$ cat src/rtl/commit_ctrl_pkg.sv
// Shared types and constants for the retirement/commit slice.
// Physical register file geometry, the commit FSM state type and commit helpers.
package params;
  localparam int unsigned PHYSICAL_REG_FILE_LENGTH = 6;
endpackage

package rv32i_types;
  typedef enum logic [1:0] {
    IDLE    = 2'd0,
    FLUSH   = 2'd1,
    RESTORE = 2'd2
  } commit_state_t;
endpackage

package commit_ctrl_pkg;
  localparam int unsigned FLUSH_CNT_W = 4;

  // x0 is never renamed, so it neither writes the RRF nor frees a register
  function automatic logic need_rf(input logic regwrite, input logic [4:0] rd);
    return regwrite && (rd != 5'd0);
  endfunction
endpackage

$ cat src/rtl/commit_ctrl_if.sv
// ROB-head, RRF and free-list signals seen by the commit controller.
interface commit_ctrl_if #(
  parameter int unsigned PRL = params::PHYSICAL_REG_FILE_LENGTH
);
  logic           rob_valid;
  logic           rob_regwrite;
  logic [4:0]     rob_rd_s;
  logic [PRL-1:0] rob_pd;
  logic           rob_flush;
  logic           rob_ready;
  logic           rrf_we;
  logic [4:0]     rrf_rd_s;
  logic [PRL-1:0] rrf_rd_v;
  logic [PRL-1:0] rrf_old_pd;
  logic           fl_full;
  logic           fl_push;
  logic [PRL-1:0] fl_push_pd;

  modport master (
    input  rob_valid, rob_regwrite, rob_rd_s, rob_pd, rob_flush, rrf_old_pd, fl_full,
    output rob_ready, rrf_we, rrf_rd_s, rrf_rd_v, fl_push, fl_push_pd
  );

  modport slave (
    output rob_valid, rob_regwrite, rob_rd_s, rob_pd, rob_flush, rrf_old_pd, fl_full,
    input  rob_ready, rrf_we, rrf_rd_s, rrf_rd_v, fl_push, fl_push_pd
  );
endinterface

$ cat src/rtl/commit_ctrl.sv
// Retires one ROB head entry per cycle into the RRF and free list, and runs
// the flush/restore recovery sequence after a flushing entry retires.
module commit_ctrl
  import commit_ctrl_pkg::*;
  import rv32i_types::*;
#(
  parameter int unsigned FLUSH_CYCLES = 2,
  parameter int unsigned PRL          = params::PHYSICAL_REG_FILE_LENGTH
) (
  input  logic              clk,
  input  logic              rst,
  commit_ctrl_if.master     bus,
  output logic              flush_out,
  output logic              rat_restore,
  output logic [31:0]       commit_cnt
);

  commit_state_t          state_r, state_s;
  logic [FLUSH_CNT_W-1:0] cnt_r, cnt_s;
  logic [31:0]            commit_cnt_r;
  logic                   need_rf_s;
  logic                   commit_s;

  assign need_rf_s  = need_rf(bus.rob_regwrite, bus.rob_rd_s);
  assign commit_cnt = commit_cnt_r;

  // Next-state and retirement outputs; the commit path is zero-latency
  always_comb begin
    state_s         = state_r;
    cnt_s           = cnt_r;
    commit_s        = 1'b0;
    bus.rob_ready   = 1'b0;
    bus.rrf_we      = 1'b0;
    bus.rrf_rd_s    = bus.rob_rd_s;
    bus.rrf_rd_v    = bus.rob_pd;
    bus.fl_push     = 1'b0;
    bus.fl_push_pd  = bus.rrf_old_pd;
    flush_out       = 1'b0;
    rat_restore     = 1'b0;
    case (state_r)
      IDLE: begin
        bus.rob_ready = !(need_rf_s && bus.fl_full);
        commit_s      = bus.rob_valid && bus.rob_ready;
        if (commit_s) begin
          bus.rrf_we  = need_rf_s;
          bus.fl_push = need_rf_s;
          if (bus.rob_flush) begin
            state_s = FLUSH;
            cnt_s   = FLUSH_CNT_W'(FLUSH_CYCLES - 32'd1);
          end else begin
            state_s = IDLE;
          end
        end else begin
          state_s = IDLE;
        end
      end
      FLUSH: begin
        flush_out = 1'b1;
        if (cnt_r == {FLUSH_CNT_W{1'b0}}) begin
          state_s = RESTORE;
        end else begin
          cnt_s = cnt_r - FLUSH_CNT_W'(1);
        end
      end
      RESTORE: begin
        rat_restore = 1'b1;
        state_s     = IDLE;
      end
      default: begin
        state_s = IDLE;
        cnt_s   = {FLUSH_CNT_W{1'b0}};
      end
    endcase
  end

  // State, flush down-counter and retirement counter
  always_ff @(posedge clk) begin
    if (rst) begin
      state_r      <= IDLE;
      cnt_r        <= {FLUSH_CNT_W{1'b0}};
      commit_cnt_r <= 32'd0;
    end else begin
      state_r <= state_s;
      cnt_r   <= cnt_s;
      if (commit_s) begin
        commit_cnt_r <= commit_cnt_r + 32'd1;
      end else begin
        commit_cnt_r <= commit_cnt_r;
      end
    end
  end

endmodule

$ cat src/flat_wrapper.sv
// flat-port wrapper written by rule: the top's interface ports become plain ports
module commit_ctrl_flat import commit_ctrl_pkg::*; import rv32i_types::*;
#(
  parameter int unsigned FLUSH_CYCLES = 2,
  parameter int unsigned PRL          = params::PHYSICAL_REG_FILE_LENGTH
)
  (clk, rst, flush_out, rat_restore, commit_cnt, bus_rob_valid, bus_rob_regwrite, bus_rob_rd_s, bus_rob_pd, bus_rob_flush, bus_rrf_old_pd, bus_fl_full, bus_rob_ready, bus_rrf_we, bus_rrf_rd_s, bus_rrf_rd_v, bus_fl_push, bus_fl_push_pd);
  commit_ctrl_if #(.PRL(PRL)) bus_i ();
  input  logic clk;
  input  logic rst;
  output logic flush_out;
  output logic rat_restore;
  output logic [31:0] commit_cnt;
  input wire logic [$bits(bus_i.rob_valid)-1:0] bus_rob_valid;
  input wire logic [$bits(bus_i.rob_regwrite)-1:0] bus_rob_regwrite;
  input wire logic [$bits(bus_i.rob_rd_s)-1:0] bus_rob_rd_s;
  input wire logic [$bits(bus_i.rob_pd)-1:0] bus_rob_pd;
  input wire logic [$bits(bus_i.rob_flush)-1:0] bus_rob_flush;
  input wire logic [$bits(bus_i.rrf_old_pd)-1:0] bus_rrf_old_pd;
  input wire logic [$bits(bus_i.fl_full)-1:0] bus_fl_full;
  output wire logic [$bits(bus_i.rob_ready)-1:0] bus_rob_ready;
  output wire logic [$bits(bus_i.rrf_we)-1:0] bus_rrf_we;
  output wire logic [$bits(bus_i.rrf_rd_s)-1:0] bus_rrf_rd_s;
  output wire logic [$bits(bus_i.rrf_rd_v)-1:0] bus_rrf_rd_v;
  output wire logic [$bits(bus_i.fl_push)-1:0] bus_fl_push;
  output wire logic [$bits(bus_i.fl_push_pd)-1:0] bus_fl_push_pd;
  assign bus_i.rob_valid = bus_rob_valid;
  assign bus_i.rob_regwrite = bus_rob_regwrite;
  assign bus_i.rob_rd_s = bus_rob_rd_s;
  assign bus_i.rob_pd = bus_rob_pd;
  assign bus_i.rob_flush = bus_rob_flush;
  assign bus_i.rrf_old_pd = bus_rrf_old_pd;
  assign bus_i.fl_full = bus_fl_full;
  assign bus_rob_ready = bus_i.rob_ready;
  assign bus_rrf_we = bus_i.rrf_we;
  assign bus_rrf_rd_s = bus_i.rrf_rd_s;
  assign bus_rrf_rd_v = bus_i.rrf_rd_v;
  assign bus_fl_push = bus_i.fl_push;
  assign bus_fl_push_pd = bus_i.fl_push_pd;
  commit_ctrl #(.FLUSH_CYCLES(FLUSH_CYCLES), .PRL(PRL)) u_core (.clk(clk), .rst(rst), .bus(bus_i), .flush_out(flush_out), .rat_restore(rat_restore), .commit_cnt(commit_cnt));
endmodule
$ cat config.mk
export PLATFORM = sky130hd
export DESIGN_NAME = commit_ctrl_flat
export DESIGN_NICKNAME = d
export VERILOG_FILES = /design/src/rtl/commit_ctrl_pkg.sv /design/src/rtl/commit_ctrl_if.sv /design/src/rtl/commit_ctrl.sv /design/src/flat_wrapper.sv
export SDC_FILE = /design/constraint.sdc
export NUM_CORES = 1
export LEC_CHECK = 0
export ABC_CLOCK_PERIOD_IN_PS = 8450
export BUFFER_PORTS_ARGS = -buffer_cell sky130_fd_sc_hd__buf_4
export CELL_PAD_IN_SITES_DETAIL_PLACEMENT = 0
export CELL_PAD_IN_SITES_GLOBAL_PLACEMENT = 1
export CORE_ASPECT_RATIO = 0.7
export CORE_MARGIN = 2
export CORE_UTILIZATION = 28
export DETAILED_ROUTE_END_ITERATION = 16
export GPL_TIMING_DRIVEN = 0
export PLACE_DENSITY = 0.68
export RECOVER_POWER = 100
export SYNTH_ARGS = -nofsm -noshare
export SYNTH_HDL_FRONTEND = slang
export SYNTH_SLANG_ARGS = --single-unit
$ cat constraint.sdc
create_clock -name clk -period 8.45 [get_ports clk]
set_clock_uncertainty 0.15 [all_clocks]
set_input_delay 2.535 -clock clk [delete_from_list [all_inputs] [get_ports clk]]
set_output_delay 2.535 -clock clk [all_outputs]
set_load 0.05 [all_outputs]
==> results_dict.tcl, run 1 <==
set metrics [dict create \
    outcome "completed" \
    path_clk_slew_ns 0.08 \
    fin_tns_setup_ns 0 \
    track_usage_pct 13.55 \
    cp_data_required_time_ns 5.77 \
    fin_util_pct 35.09 \
    final_cell_mix "clkbuf_1 (66), dfxtp_1 (38), nor2_1 (30), buf_4 (26), nand3_1 (17)" \
    ys_async_sr_fraction_pct 0 \
    placed_cells 416 \
    yosysTopAreaCell "dfxtp_1" \
    report.power.total_mw 0.3748 \
    holdWs_ns 0.3460 \
    worstSetupEndpointType "output pin" \
    cts_tree "yes" \
    cp-start-kind "input port" \
    clkSinkCount 38 \
    grt_pass1_vias 1764 \
    postSynthAreaPerCell_sq_um 8.354 \
    nNetsFinal 351 \
    synth-seq-area-share_pct 35.85 \
    gp_congestion 0.7637 \
    max-slew-margin-rel_pct 35.04 \
    layout_commonest_cell "clkbuf_1" \
    core-area_sq_um 7320 \
    fmax_ghz 0.1329 \
    irDropWorstVdd_v 0.00005283 \
    cp_slowest_cell "or4_1" \
    worstMarginPinSlew_ns 0.9655 \
    grt_first_pass_wirelength_um 8976 \
    post_cts_buffers 0 \
    place.detailed.hpwl_um 4256 \
    synth_flop_cell "dfxtp_1" \
    arrival_ns 4.84 \
    num_rows 26 \
    worstSetupPathType "in -> out" \
    routed_via_density 4.724 \
    grt_max_degree 12 \
    syn_inst 254 \
    syn-num-nets 280 \
    drcViolationCount 0 \
    dieHeight_um 76.84 \
    critPathMaxStageDelay_ns 0.57 \
    final_antenna_net_count 0 \
    root_buffer "clkbuf_8" \
    clock_path_buffers 2 \
    dieWidth_um 108.1 \
    postCtsResizedCells 0 \
    final.period_utilization_pct 89.02 \
    period_minus_slack_ns 7.523 \
    wl_per_cell_um 13.29 \
    finalSetupViolCount 0 \
    power-per-cell-area_nw_per_um2 145.9 \
    die_area_sq_um 8302 \
    yosysUniqueCellTypes 48 \
    io_pins 77 \
    postCtsHoldBufs 0 \
    critPathMaxFanout 10 \
    rsz0062_at_grt "no" \
    wl_um 5636 \
    hold_class "reg -> reg" \
    synth_edf_count 0 \
    fillers 819 \
    drive_gt1_share_pct 13.50 \
    cts-buffers-inserted 5 \
    syn_area_sq_um 2122 \
    firstDrtPassIters 4 \
    finalHoldViolations 0 \
    cap_viol_max_count 0 \
    start_util_pct 28.99 \
    instances_no_fill 424 \
    ys_seq_elements 38 \
    yosys-top-cells-area "dfxtp_1 (36%), xnor2_1 (6.6%), buf_4 (6.4%), nor2_1 (5.3%), nand3_1 (4.0%)" \
    path_common_cell "clkbuf_1" \
    vias 2003 \
    critical_path.cell_chain "clkbuf_4, or4_1, o211a_1, clkbuf_1, clkbuf_1, nor2_1, clkbuf_1" \
    diodes 0 \
    overflow 0 \
    synth.top_cell.area_share_pct 35.85 \
    syn2layout_area_growth_pct 21.05 \
    clkLatencyLatePin_ns 0.29 \
    final_max_slew_viol_count 0 \
    antenna_found_initial 0 \
    io_buffer_count 64 \
    drt_iter0_drc 77 \
    htree_levels 2 \
    leakagePower_nw 0.8723 \
    ys_warn_count 0 \
]
[layer usage]
layer  wire length [um]  global-route usage (%)  vias to the layer above
met5                  0                       0                        -
met4                 40                   2.692                        0
met3                422                   4.337                        5
met2               2244                   18.87                       55
met1               2929                   20.23                      918
li1                   -                       -                     1025
[critical path, delay by kind of cell]
| kind | cells | cell delay, ns |
|---|---|---|
| AOI/OAI and AO/OA | 1 | 0.30 |
| buffers and inverters | 4 | 1.18 |
| and+or+nand+nor | 2 | 0.82 |
[Yosys cell counts (2+ instances only)]
cell / instances
and4_1: 2
or4_1: 2
o21ai_0: 4
nor3_1: 9
or2_2: 2
nand2b_1: 2
nor2_1: 30
nand3b_1: 2
mux2_2: 2
a21oi_1: 14
ha_1: 3
nor2b_1: 2
a21o_1: 3
inv_1: 13
nor4b_1: 3
buf_6: 2
xor2_1: 4
o211a_1: 2
clkbuf_1: 8
buf_4: 18
xnor2_1: 16
nand3_1: 17
nor4_1: 10
and2_1: 2
and3_1: 2
nand4_1: 12
a31o_2: 2
nand2_1: 9
dfxtp_1: 38
[final timing paths]
check	from	to	slack, ns	depth (start not counted)
setup / recovery	bus_rob_rd_s[0]	bus_rob_ready	0.93	7
hold / removal	u_core.cnt_r[1]	u_core.cnt_r[1]	0.35	2
setup reg to reg	u_core.commit_cnt[5]	u_core.commit_cnt[21]	5.65	6
hold reg to reg	u_core.cnt_r[1]	u_core.cnt_r[1]	0.35	2
[registers in the layout, summed over array words and instances, names as in the netlist]
| name | cells |
|---|---|
| u_core.state_r | 2 |
| u_core.commit_cnt | 32 |
| u_core.cnt_r | 4 |
[report_power, final]
| part | internal [mW] | switching [mW] | total, mW |
|---|---|---|---|
| logic | 0.0170 | 0.0429 | 0.0599 |
| clock network | 0.0659 | 0.0653 | 0.131 |
| registers | 0.181 | 0.00270 | 0.184 |
| total | 0.264 | 0.111 | 0.375 |
[per-stage QoR]
step	worst slack, ns	area [sq um]
global route	0.8485	2569
floorplan	1.163	2122
CTS	1.365	2816
detailed placement	1.376	2725
finish	0.9274	2569
global placement	1.390	2725
[area by class of cell]
cell class	instances	area, sq um	share of cell area [%]
multi-input combinational	174	1087	42.33
sequential	38	760.7	29.62
timing repair buffer	64	274.0	10.67
buffer	29	183.9	7.160
tap	98	122.6	4.774
clock buffer	7	86.33	3.361
inverter	13	48.80	1.900
clock inverter	1	5.005	0.1948
[cell families (layout without fill, tap and decap cells)]
kind of cell	count (synthesis)	after routing	synth area share (%)
compound gates	32	32	9.907
fa+ha+maj	3	3	1.769
simple gates	116	116	31.31
xor+xnor	20	20	8.254
mux	3	3	1.533
buf+inv	42	114	11.38
flops	38	38	35.85
(Power assumes the default switching activity.)
==> run 2: changes to the inputs <==
--- a/config.mk
+++ b/config.mk
@@ -13,7 +13,6 @@
 export CORE_MARGIN = 2
 export CORE_UTILIZATION = 28
 export DETAILED_ROUTE_END_ITERATION = 16
-export GPL_TIMING_DRIVEN = 0
 export PLACE_DENSITY = 0.68
 export RECOVER_POWER = 100
 export SYNTH_ARGS = -nofsm -noshare
==> constraint.sdc (replaced) <==
create_clock -name clk -period 8.45 [get_ports clk]
set_clock_uncertainty 0.15 [all_clocks]
set_input_delay 2.535 -clock clk [delete_from_list [all_inputs] [get_ports clk]]
set_output_delay 2.535 -clock clk [all_outputs]
set_load 0.1 [all_outputs]
==> run 2 against run 1 <==
The run now ends with capacitance limit, slew limit left. Global-route usage is 0.76 points lower. Combinational power is 11% lower. Worst hold slack better by 0.0072 ns. Total power decreased by 1.6%. First-iteration DRC count rose by 32%. Non-clock buffer count fell by 41. Worst setup slack worse by 0.083 ns.
==> results_dict.tcl, run 2 (synthesized netlist as in run 1, its figures left out) <==
set metrics [dict create \
    place.detailed.hpwl_um 3616 \
    final_max_slew_viol_count 43 \
    final.period_utilization_pct 90.00 \
    track_usage_pct 12.79 \
    path_clk_slew_ns 0.08 \
    period_minus_slack_ns 7.605 \
    final_antenna_net_count 0 \
    wl_per_cell_um 13.51 \
    antenna_found_initial 0 \
    finalSetupViolCount 0 \
    nNetsFinal 310 \
    firstDrtPassIters 4 \
    clock_path_buffers 2 \
    critPathMaxFanout 5 \
    io_pins 77 \
    vias 1860 \
    diodes 0 \
    grt_first_pass_wirelength_um 8576 \
    met2_length_um 2066 \
    overflow 0 \
    drive_gt1_share_pct 8.772 \
    final_cell_mix "clkbuf_1 (44), dfxtp_1 (38), nor2_1 (30), nand3_1 (17), xnor2_1 (16)" \
    p_comb_share_pct 14.5 \
    dieHeight_um 76.84 \
    swShare_pct 30.34 \
    fmax_ghz 0.1315 \
    place_area_sq_um 2442 \
    root_buffer "clkbuf_8" \
    postCtsHoldBufs 0 \
    cp-start-kind "input port" \
    max-slew-margin-rel_pct -26.58 \
    clkLatencyLatePin_ns 0.29 \
    drcViolationCount 0 \
    irDropWorstVdd_v 0.00005552 \
    leakagePower_nw 0.7534 \
    syn2layout_area_growth_pct 10.26 \
    htree_levels 2 \
    routed_via_density 4.856 \
    die_area_sq_um 8302 \
    postCtsResizedCells 0 \
    hold_class "reg -> reg" \
    clkSinkCount 38 \
    finish.instance_area_sq_um 2340 \
    worstSetupEndpointType "output pin" \
    rsz0062_at_grt "no" \
    power-per-cell-area_nw_per_um2 157.7 \
    io_buffer_count 52 \
    num_rows 26 \
    clkPwrFrac_pct 35.6 \
    wl_um 5173 \
    dieWidth_um 108.1 \
    core-area_sq_um 7320 \
    intPower_mw 0.2570 \
    cap_viol_max_count 1 \
    outcome "finished, violations left" \
    cts_tree "yes" \
    fin_util_pct 31.97 \
    grt_max_degree 43 \
    ff2ff_setup_slack_ns 5.55 \
    cts-buffers-inserted 5 \
    wl_met3_um 436 \
    p_seq_share_pct 49.8 \
    worstSetupPathType "in -> out" \
    largest_reg_flops 32 \
    finalHoldViolations 0 \
    gp_congestion 0.7264 \
    grt_pass1_vias 1720 \
    arrival_ns 4.92 \
    post_cts_buffers 0 \
    power.switching_mw 0.1119 \
    layout_commonest_cell "clkbuf_1" \
    violations "capacitance limit, slew limit" \
    top_layer "met4" \
    drt_iter0_drc 102 \
    cp_data_required_time_ns 5.77 \
    worstMarginPinSlew_ns 1.899 \
    fin_tns_setup_ns 0 \
    start_util_pct 28.99 \
    wl_met1_um 2628 \
]
run 2: through the flow:
stage               power (mW)  instances  hold WS, ns  setup slack [ns]
floorplan               0.2601        254       0.3061            0.4020
global placement        0.2453        375       0.3315             1.431
detailed placement      0.2453        375       0.3473             1.389
CTS                     0.3787        383       0.3631             1.386
global route            0.3873        383       0.3805            0.6972
finish                  0.3689        383       0.3532            0.8449
run 2: area by class of cell:
class	count	area [sq um]
Tap cell	98	122.6
Sequential cell	38	760.7
Clock inverter	1	5.005
Inverter	13	48.80
Clock buffer	7	86.33
Fill cell	821	4980
Multi-Input combinational cell	174	1087
Timing Repair Buffer	52	229.0
run 2: worst paths after layout:
| path | depth (start not counted) | startpoint | to |
|---|---|---|---|
| hold / removal | 2 | u_core.cnt_r[1] | u_core.cnt_r[1] |
| hold reg to reg | 2 | u_core.cnt_r[1] | u_core.cnt_r[1] |
| setup / recovery | 6 | bus_rob_rd_s[0] | bus_rrf_we |
| setup reg to reg | 5 | u_core.commit_cnt[4] | u_core.commit_cnt[21] |
run 2: power groups by stage:
| stage | sequential (mW) | combinational (mW) | clock [mW] |
|---|---|---|---|
| 3_5_place_dp | 0.188 | 0.0572 | 0 |
| 6_report | 0.184 | 0.0536 | 0.131 |
| 5_1_grt | 0.184 | 0.0574 | 0.145 |
| 4_1_cts | 0.184 | 0.0575 | 0.137 |
| 2_1_floorplan | 0.195 | 0.0655 | 0 |
| 3_3_place_gp | 0.188 | 0.0573 | 0 |
run 2: metal layers:
metal	vias up	global-route usage (%)
met1	858	18.20
met3	5	4.082
met4	0	3.590
met2	55	18.36
met5	-	0
li1	942	-
run 2: critical path, stage by stage:
cell and delay, ns:
clkbuf_4 0.11, or4_1 0.57, o211ai_1 0.41, nand3_1 0.22
nor2_1 0.18, clkbuf_1 0.89
